==> src/rtl/fetch_pc_ctrl_pkg.sv <==
// Shared fetch-pipeline definitions: machine widths, controller states and a
// PC alignment helper used by the next-PC sequencer.
package fetch_pc_ctrl_pkg;

    localparam int XLEN            = 32;
    localparam int INST_BYTES      = 4;
    localparam int ALIGN_BITS      = $clog2(INST_BYTES);
    localparam int EPOCH_W_DEFAULT = 2;

    typedef enum logic [1:0] {
        BOOT  = 2'd0,
        RUN   = 2'd1,
        HALT  = 2'd2,
        FAULT = 2'd3
    } fetch_state_e;

    // True when the address sits on an instruction boundary.
    function automatic logic pc_aligned(input logic [XLEN-1:0] pc);
        return (pc[ALIGN_BITS-1:0] == {ALIGN_BITS{1'b0}});
    endfunction

endpackage

==> src/rtl/fetch_pc_ctrl.sv <==
// Next-PC sequencer for the fetch stage: issues one PC beat per cycle, applies
// redirects with an epoch bump and flush pulse, honours halt and traps bad targets.
module fetch_pc_ctrl
    import fetch_pc_ctrl_pkg::*;
#(
    parameter logic [XLEN-1:0] RESET_PC  = 32'h0000_0000,
    parameter int              EPOCH_W   = EPOCH_W_DEFAULT,
    parameter int              BOOT_WAIT = 2
) (
    input  logic               clk,
    input  logic               rst,
    output logic               valid_o,
    input  logic               ready_i,
    output logic [XLEN-1:0]    pc_o,
    output logic [EPOCH_W-1:0] epoch_o,
    input  logic               redirect_valid_i,
    input  logic [XLEN-1:0]    redirect_pc_i,
    output logic               flush_o,
    input  logic               halt_i,
    output logic               halted_o,
    output logic               fault_o,
    output logic [XLEN-1:0]    fault_pc_o
);

    localparam int                 CNT_W     = $clog2(BOOT_WAIT + 2);
    localparam logic [CNT_W-1:0]   BOOT_LAST = CNT_W'(BOOT_WAIT);
    localparam logic [CNT_W-1:0]   CNT_ONE   = CNT_W'(1);
    localparam logic [EPOCH_W-1:0] EPOCH_ONE = EPOCH_W'(1);
    localparam logic [XLEN-1:0]    PC_STEP   = XLEN'(INST_BYTES);

    fetch_state_e       state_r;
    logic [CNT_W-1:0]   boot_cnt_r;

    logic               xfer_s;
    logic               live_s;
    logic               aligned_s;
    logic               redir_ok_s;
    logic               redir_bad_s;
    logic [XLEN-1:0]    pc_inc_s;
    logic [EPOCH_W-1:0] epoch_inc_s;

    // Beat handshake, redirect classification and next-PC/epoch arithmetic.
    always_comb begin
        xfer_s      = valid_o & ready_i;
        live_s      = (state_r != FAULT);
        aligned_s   = pc_aligned(redirect_pc_i);
        redir_ok_s  = redirect_valid_i & aligned_s & live_s;
        redir_bad_s = redirect_valid_i & ~aligned_s & live_s;
        pc_inc_s    = pc_o + PC_STEP;
        epoch_inc_s = epoch_o + EPOCH_ONE;
    end

    // Controller FSM with all beat, flush, halt and fault outputs registered.
    always_ff @(posedge clk) begin
        if (rst) begin
            state_r    <= BOOT;
            boot_cnt_r <= {CNT_W{1'b0}};
            valid_o    <= 1'b0;
            pc_o       <= RESET_PC;
            epoch_o    <= {EPOCH_W{1'b0}};
            flush_o    <= 1'b0;
            halted_o   <= 1'b0;
            fault_o    <= 1'b0;
            fault_pc_o <= {XLEN{1'b0}};
        end else begin
            flush_o <= redir_ok_s | redir_bad_s;
            if (redir_bad_s) begin
                // A misaligned target is fatal; epoch and PC are left as they were.
                state_r    <= FAULT;
                valid_o    <= 1'b0;
                halted_o   <= 1'b1;
                fault_o    <= 1'b1;
                fault_pc_o <= redirect_pc_i;
            end else begin
                case (state_r)
                    BOOT: begin
                        if (redir_ok_s) begin
                            pc_o    <= redirect_pc_i;
                            epoch_o <= epoch_inc_s;
                        end
                        if (boot_cnt_r == BOOT_LAST) begin
                            state_r <= RUN;
                            valid_o <= 1'b1;
                        end else begin
                            boot_cnt_r <= boot_cnt_r + CNT_ONE;
                        end
                        halted_o <= 1'b0;
                    end
                    RUN: begin
                        if (redir_ok_s) begin
                            // Redirect wins over halt: the new-PC beat is issued regardless.
                            pc_o    <= redirect_pc_i;
                            epoch_o <= epoch_inc_s;
                            valid_o <= 1'b1;
                        end else if (xfer_s) begin
                            pc_o <= pc_inc_s;
                            if (halt_i) begin
                                state_r  <= HALT;
                                valid_o  <= 1'b0;
                                halted_o <= 1'b1;
                            end else begin
                                valid_o <= 1'b1;
                            end
                        end else if (!valid_o && halt_i) begin
                            state_r  <= HALT;
                            halted_o <= 1'b1;
                        end else begin
                            valid_o <= 1'b1;
                        end
                    end
                    HALT: begin
                        if (redir_ok_s) begin
                            pc_o    <= redirect_pc_i;
                            epoch_o <= epoch_inc_s;
                        end
                        if (!halt_i) begin
                            state_r  <= RUN;
                            valid_o  <= 1'b1;
                            halted_o <= 1'b0;
                        end else begin
                            valid_o  <= 1'b0;
                            halted_o <= 1'b1;
                        end
                    end
                    FAULT: begin
                        valid_o  <= 1'b0;
                        halted_o <= 1'b1;
                    end
                    default: begin
                        state_r  <= FAULT;
                        valid_o  <= 1'b0;
                        halted_o <= 1'b1;
                        fault_o  <= 1'b1;
                    end
                endcase
            end
        end
    end

endmodule

==> config.mk <==
export PLATFORM = sky130hd
export DESIGN_NAME = fetch_pc_ctrl
export DESIGN_NICKNAME = d
export VERILOG_FILES = /design/src/rtl/fetch_pc_ctrl_pkg.sv /design/src/rtl/fetch_pc_ctrl.sv
export SDC_FILE = /design/constraint.sdc
export NUM_CORES = 1
export LEC_CHECK = 0
export BUFFER_PORTS_ARGS = -buffer_cell sky130_fd_sc_hd__buf_2
export CORE_ASPECT_RATIO = 2
export CORE_MARGIN = 3
export CORE_UTILIZATION = 25
export CTS_BUF_LIST = sky130_fd_sc_hd__clkbuf_2
export CTS_CLUSTER_SIZE = 12
export DETAILED_ROUTE_END_ITERATION = 8
export SLEW_MARGIN = 20
export SYNTH_ARGS = -nofsm -noshare
export SYNTH_HDL_FRONTEND = slang
export SYNTH_SLANG_ARGS = --single-unit
==> constraint.sdc <==
create_clock -name clk -period 3 [get_ports clk]
set_input_delay 0.45 -clock clk [delete_from_list [all_inputs] [get_ports clk]]
set_output_delay 0.45 -clock clk [all_outputs]
set_load 0.005 [all_outputs]
## Word-level counts from Yosys, hierarchy flattened

Index checks and enable logic that the tools add are counted.

| storage, ports and cells | value |
|---|---|
| register bits | 74 |
| input bits | 37 |
| word-level logic and storage cells | 75 |

| operators by class | value |
|---|---|
| add/subtract/negate cells | 3 |
| equality and inequality tests | 14 |
| muxes and demuxes | 25 |
| bitwise gates (word level) | 9 |
| reduce and logical (&&, ||, !) cells | 15 |

Operators with widths:

| kind | count |
|---|---|
| 32-bit two-way mux | 3 |
| 32-bit case mux with 2 select lines | 1 |
| 32-bit by 3-bit adder with 32-bit output (second input constant) | 1 |
| 2-bit two-way mux | 7 |
| 3-bit inequality test (second input constant) | 4 |
| 4-bit inequality test (second input constant) | 3 |
| 1-bit two-way mux | 11 |
| 3-bit AND reduction | 3 |
| 1-bit case mux with 4 select lines | 2 |
| 2-bit == test (second input constant) | 3 |
| 2-bit case mux with 3 select lines | 1 |
| 6-bit AND reduction | 1 |
| 1-bit AND | 5 |
| 2-bit by 1-bit adder with 2-bit output (second input constant) | 2 |
| 2-bit zero test | 2 |
| 2-bit inequality test (second input constant) | 2 |
| 4-bit AND reduction | 1 |
| 4-bit nonzero test | 1 |
| 2-bit OR reduction | 2 |
| 1-bit NOT | 3 |
| 3-bit OR reduction | 1 |
| 2-bit by 1-bit == test with 1-bit output (second input constant) | 1 |
| 2-bit by 1-bit inequality test with 1-bit output (second input constant) | 1 |
| 2-bit AND reduction | 1 |
| other kinds (4) | 4 |

## Depth between registers and ports, before layout

| depth | value |
|---|---|
| word-level depth | 7 |
| depth in mapped cells | 7 |
| gate-level depth less buffers | 6 |

## Least setup slack after synthesis

OpenSTA, ideal clock, no wires.

| path | value |
|---|---|
| path type | input to register |
| start | input port redirect_pc_i[0] |
| end | register pc_o[8] |
| setup time | 128 ps |
| data arrival time | 1879 ps |
| required time | 2872 ps |
| slack | 993 ps |
| cell stages on the path | 6 |
| path buffers | 1 |
| path through | or3b_2 -> o21ai_1 -> buf_2 -> o21ai_0 -> a221oi_1 -> nor2_1 |

| on the way | value |
|---|---|
| word-level cells in the longest chain between the ends | 6 |
| elaborated cells between the ends (all ways) | 12 |
| classes of those cells | eq/ne: 2; mux: 2; bitwise: 6; reduce/logical: 2 |

Ends and longest elaborated chain:

| element | RTL line | text |
|---|---|---|
| start, declared | fetch_pc_ctrl.sv:17 | `input logic [XLEN-1:0] redirect_pc_i,` |
| 2-bit zero test * | fetch_pc_ctrl_pkg.sv:19 | `return (pc[ALIGN_BITS-1:0] == {ALIGN_BITS{1'b0}});` |
| parallel branches: the longest is 5 deep, another holds 4-bit AND reduction | n/a |  |
| end signal, assigned | fetch_pc_ctrl.sv:78 | `pc_o <= redirect_pc_i;` |
| end signal, assigned | fetch_pc_ctrl.sv:92 | `pc_o <= redirect_pc_i;` |
| end signal, assigned | fetch_pc_ctrl.sv:96 | `pc_o <= pc_inc_s;` |
| end, declared | fetch_pc_ctrl.sv:14 | `output logic [XLEN-1:0] pc_o,` |

Mark *: on every way between the ends.
A chain may end at the register's enable or synchronous reset.

## Worst setup path after layout

| path | value |
|---|---|
| start | register state_r[0] |
| end | register pc_o[30] |

| on the way | value |
|---|---|
| word-level cells in the longest chain between the ends | 4 |
| elaborated cells between the ends (all ways) | 14 |
| classes of those cells | eq/ne: 5; mux: 2; bitwise: 3; reduce/logical: 4 |

Ends and longest elaborated chain:

| element | RTL line | text |
|---|---|---|
| start, declared | fetch_pc_ctrl.sv:31 | `fetch_state_e state_r;` |
| start signal, assigned | fetch_pc_ctrl.sv:56 | `state_r <= BOOT;` |
| start signal, assigned | fetch_pc_ctrl.sv:69 | `state_r <= FAULT;` |
| start signal, assigned | fetch_pc_ctrl.sv:82 | `state_r <= RUN;` |
| 2-bit inequality test, or another cell as far along | fetch_pc_ctrl.sv:45 | `live_s = (state_r != FAULT);` |
| 1-bit AND, or another cell as far along | fetch_pc_ctrl.sv:47 | `redir_ok_s = redirect_valid_i & aligned_s & live_s;` |
| 3-bit inequality test (no source line), or another cell as far along | n/a |  |
| 4-bit AND reduction (no source line) / 32-bit case mux with 2 select lines (equally long branches) | n/a |  |

Parallel ways exist; a longest one is shown, timed or not.

==> qor.csv <==
stage;metric;value;unit
setup_path;CP peak stage delay;0.61;ns
timing;setup TNS;0;ns
power;internal power;1360;uW
detailed_routing;met2 wire len;6770;um
setup_path;Worst Setup EP;pc_o[30];
timing;clock skew;0.0198;ns
timing;RSZ-0062 raised after global routing;no;
clock_tree;TritonCTS buffer count;9;
global_routing;vias in the first global route;3540;
setup_path;delay-heaviest family, CP;simple AND/OR/NAND/NOR gates;
detailed_routing;Antenna Violating Nets Remaining;0;
yosys;Post-Syn Area;3460;sq um
timing;final hold slack;0.119;ns
yosys;yosys warns;0;
layout;Reg area;1480;sq um
power;Final Total Pwr;1970;uW
layout;post-layout util;0.315;
detailed_routing;WL final;12000;um
timing;Final WS setup;0.620;ns
power;sw frac;0.309;
die;Starting Density;0.256;
detailed_routing;max layer used;met4;
timing;final setup fails;0;
timing;Max Slew Vio Count;0;
setup_path;reg2reg setup slack;0.62;ns
clock_tree;number of buffers added for setup after CTS;0;
die;Die Height;172;um
die;Core Rows;60;
outcome;status;completed;
clock_tree;number of H-tree levels;3;
detailed_routing;Pre-Repair DR Iteration Count;6;
setup_path;worst flop-to-flop path endpoint;pc_o[30];
timing;Tcrit/Tclk final;0.793;
setup_path;Crit. End Element;flip-flop;
placement;DP Worst Slack;0.662;ns
placement;Routability Congestion;0.868;
power;Seq pwr share;0.559;
setup_path;Worst Path Required;3.49;ns
yosys;Avg Inst Size Synth;7.76;sq um
yosys;Post-synth EDFFs;0;
yosys;Seq cells post-synth;74;
detailed_routing;met3 routed WL;644;um
yosys;Top FF cell, synth;dfxtp_1;
yosys;asr flop ratio synth;0;
power;Pleak;0.00173;uW
die;Die ar.;15400;sq um
clock_tree;CTS Hold Buffers Added;0;
setup_path;Critical Path Start Type;flip-flop;
power;clock share of power;0.276;
worst_hold_path;Worst Hold Class;primary input to flip-flop;
layout;area of the multi-input gates;1840;sq um
layout;FILL cells;1517;
setup_path;critical path arrival;2.87;ns
global_routing;largest net degree at the start of global routing;47;
timing;fin crit period;2.38;ns
detailed_routing;first-iteration detailed-routing DRC count;281;
global_routing;gr usage total;0.156;
yosys;Yosys cell types;56;
clock_tree;cts repair resizes;0;
setup_path;CP max FO;17;
yosys;Seq/Total Area, Yosys;0.428;
power;Switch Pwr;608;uW
yosys;Gate Count Post-Synth;446;
global_routing;antenna violations before repair;1;
die;die width;89.2;um
timing;normalized max-slew margin;0.432;
setup_path;slowest stage cell, crit path;dfxtp_1;
placement;DP HPWL;9090;um
clock_tree;Worst-path clk slew;0.22;ns
clock_tree;Skew-Pair Late Insertion Delay;0.54;ns
job;# Max-Cap Violations;0;
setup_path;WP depth;5;
clock_tree;Sink Count;74;
timing;hold violation count in the final report;0;
detailed_routing;DRC viols;0;
global_routing;Overflow after GRT;0;
global_routing;first-pass GRT wire length;18400;um
clock_tree;CTS tree;done;
setup_path;sum of buffers and inverters on the critical path;0;
die;Ports;107;
detailed_routing;DR vias;3753;
setup_path;critical-path cell list;and4b_1, nand2_1, nor3_4, or3b_1, a31oi_1;
power;Pwr Density;462;nW/um^2
detailed_routing;vias per cell;5.32;
power;peak supply drop;0.180;mV
power;Logic pwr share;0.165;
detailed_routing;WL/cell;17.1;um
clock_tree;clock root buffer;clkbuf_2;
die;core area;13500;sq um
timing;Least-Margin Pin Slew;0.852;ns
clock_tree;CTS max path bufs;2;
layout;fraction of layout cells with a size suffix above 1;0.251;
layout;Area Growth Syn to Fin;23.1;%
setup_path;Reg-to-Reg Start;state_r[0];
setup_path;Worst Setup SP;state_r[0];
detailed_routing;Metal-1 WL;4210;um
setup_path;R2R depth;5;
timing;Max Freq;420;MHz
setup_path;Crit Path Category;flip-flop to flip-flop;
yosys;Net Count, Synth;485;
placement;PortBufs;106;
layout;Nets;583;
==> worst min-delay path, cell delays in order <==
cell     delay, ns
buf_2         0.11
nand2_1       0.05
a21oi_1       0.05
==> synth_stat cells (2+ instances only) <==
cell	n	area (sq um)
inv_1	7	26.3
o311a_1	2	20.0
mux2i_1	2	20.0
a211oi_1	4	30.0
and2_1	6	37.5
a21o_1	3	22.5
xnor2_1	2	17.5
ha_1	2	25.0
o21ai_0	13	65.1
o22ai_1	3	18.8
or4_1	3	22.5
nand3_1	15	75.1
a31oi_1	12	75.1
nand4_1	8	50.1
nor2_1	38	143
nor4_1	5	31.3
nor3_1	8	40.0
clkbuf_1	27	101
nand4b_1	2	17.5
a32oi_1	2	17.5
dfxtp_1	74	1480
nor4b_1	3	26.3
o211a_1	2	20.0
or3_1	5	31.3
a21oi_1	50	250
nand2b_1	2	12.5
a311oi_1	3	26.3
o211ai_1	5	37.5
o311ai_0	5	43.8
buf_2	2	10.0
a22oi_1	8	60.1
nand2_1	96	360
and3_1	3	18.8
a2111oi_0	2	17.5
==> cell type report <==
cell class                 count  area share
multi-input combinational    335       0.432
sequential                    74       0.348
timing repair buffer         116       0.142
tap                          155      0.0455
clock inverter                 7      0.0141
clock buffer                   9      0.0106
inverter                       8     0.00705
antenna                        1    0.000587
==> power groups by stage <==
stage,clock [uW],combinational [uW],sequential (uW)
3_3_place_gp,0,321,1120
2_1_floorplan,0,185,1110
4_1_cts,566,330,1100
6_report,542,325,1100
5_1_grt,603,367,1110
3_5_place_dp,0,329,1120
==> worst min path at each step <==
| stage | startpoint | endpoint | slack (ns) | depth (start not counted) |
|---|---|---|---|---|
| after floorplan | fault_pc_o[0] | fault_pc_o[0] | 0.45 | 2 |
| after global placement | fault_pc_o[9] | fault_pc_o[9] | 0.44 | 2 |
| after detailed placement | pc_o[0] | pc_o[0] | 0.44 | 1 |
| after CTS | redirect_pc_i[7] | fault_pc_o[7] | 0.08 | 3 |
| after global routing | redirect_pc_i[23] | fault_pc_o[23] | 0.06 | 3 |
| final | redirect_pc_i[7] | fault_pc_o[7] | 0.12 | 3 |
==> metrics by stage <==
step           cells  instance area (sq um)
3_3_place_gp     688                   4150
6_report         705                   4260
4_1_cts          704                   4260
2_1_floorplan    446                   3460
3_5_place_dp     688                   4150
5_1_grt          705                   4260
==> registers in the layout, summed over array words and instances, names as in the netlist <==
signal      flops
state_r         2
flush_o         1
pc_o           32
fault_pc_o     32
epoch_o         2
boot_cnt_r      2
halted_o        1
fault_o         1
valid_o         1
==> cell families after synthesis <==
kind of cell / synth area share
and+or+nand+nor: 0.279
AOI/OAI and AO/OA: 0.228
DFF: 0.428
buffers and inverters: 0.0408
xor gates and xnor gates: 0.00759
muxes: 0.00904
adders and majority gates: 0.00723
==> cell usage in the layout (no fill, tap or decap), drive strengths merged, types with 6 or more instances in the layout <==
cell / netlist / routed
inv: 7 / 7
clkbuf: 27 / 9
a31oi: 12 / 12
dfxtp: 74 / 74
nor2: 38 / 38
nand2: 96 / 96
buf: 2 / 116
a22oi: 8 / 8
nand3: 15 / 15
nand4: 9 / 9
and2: 6 / 6
o21ai: 14 / 14
nor3: 9 / 9
a21oi: 50 / 50
==> metal layers <==
layer,global-route usage,up-vias
li1,-,1817
met1,0.163,1776
met2,0.289,131
met3,0.0329,29
met4,0.0680,0
met5,0,-
Power figures use the tool's default switching activity.
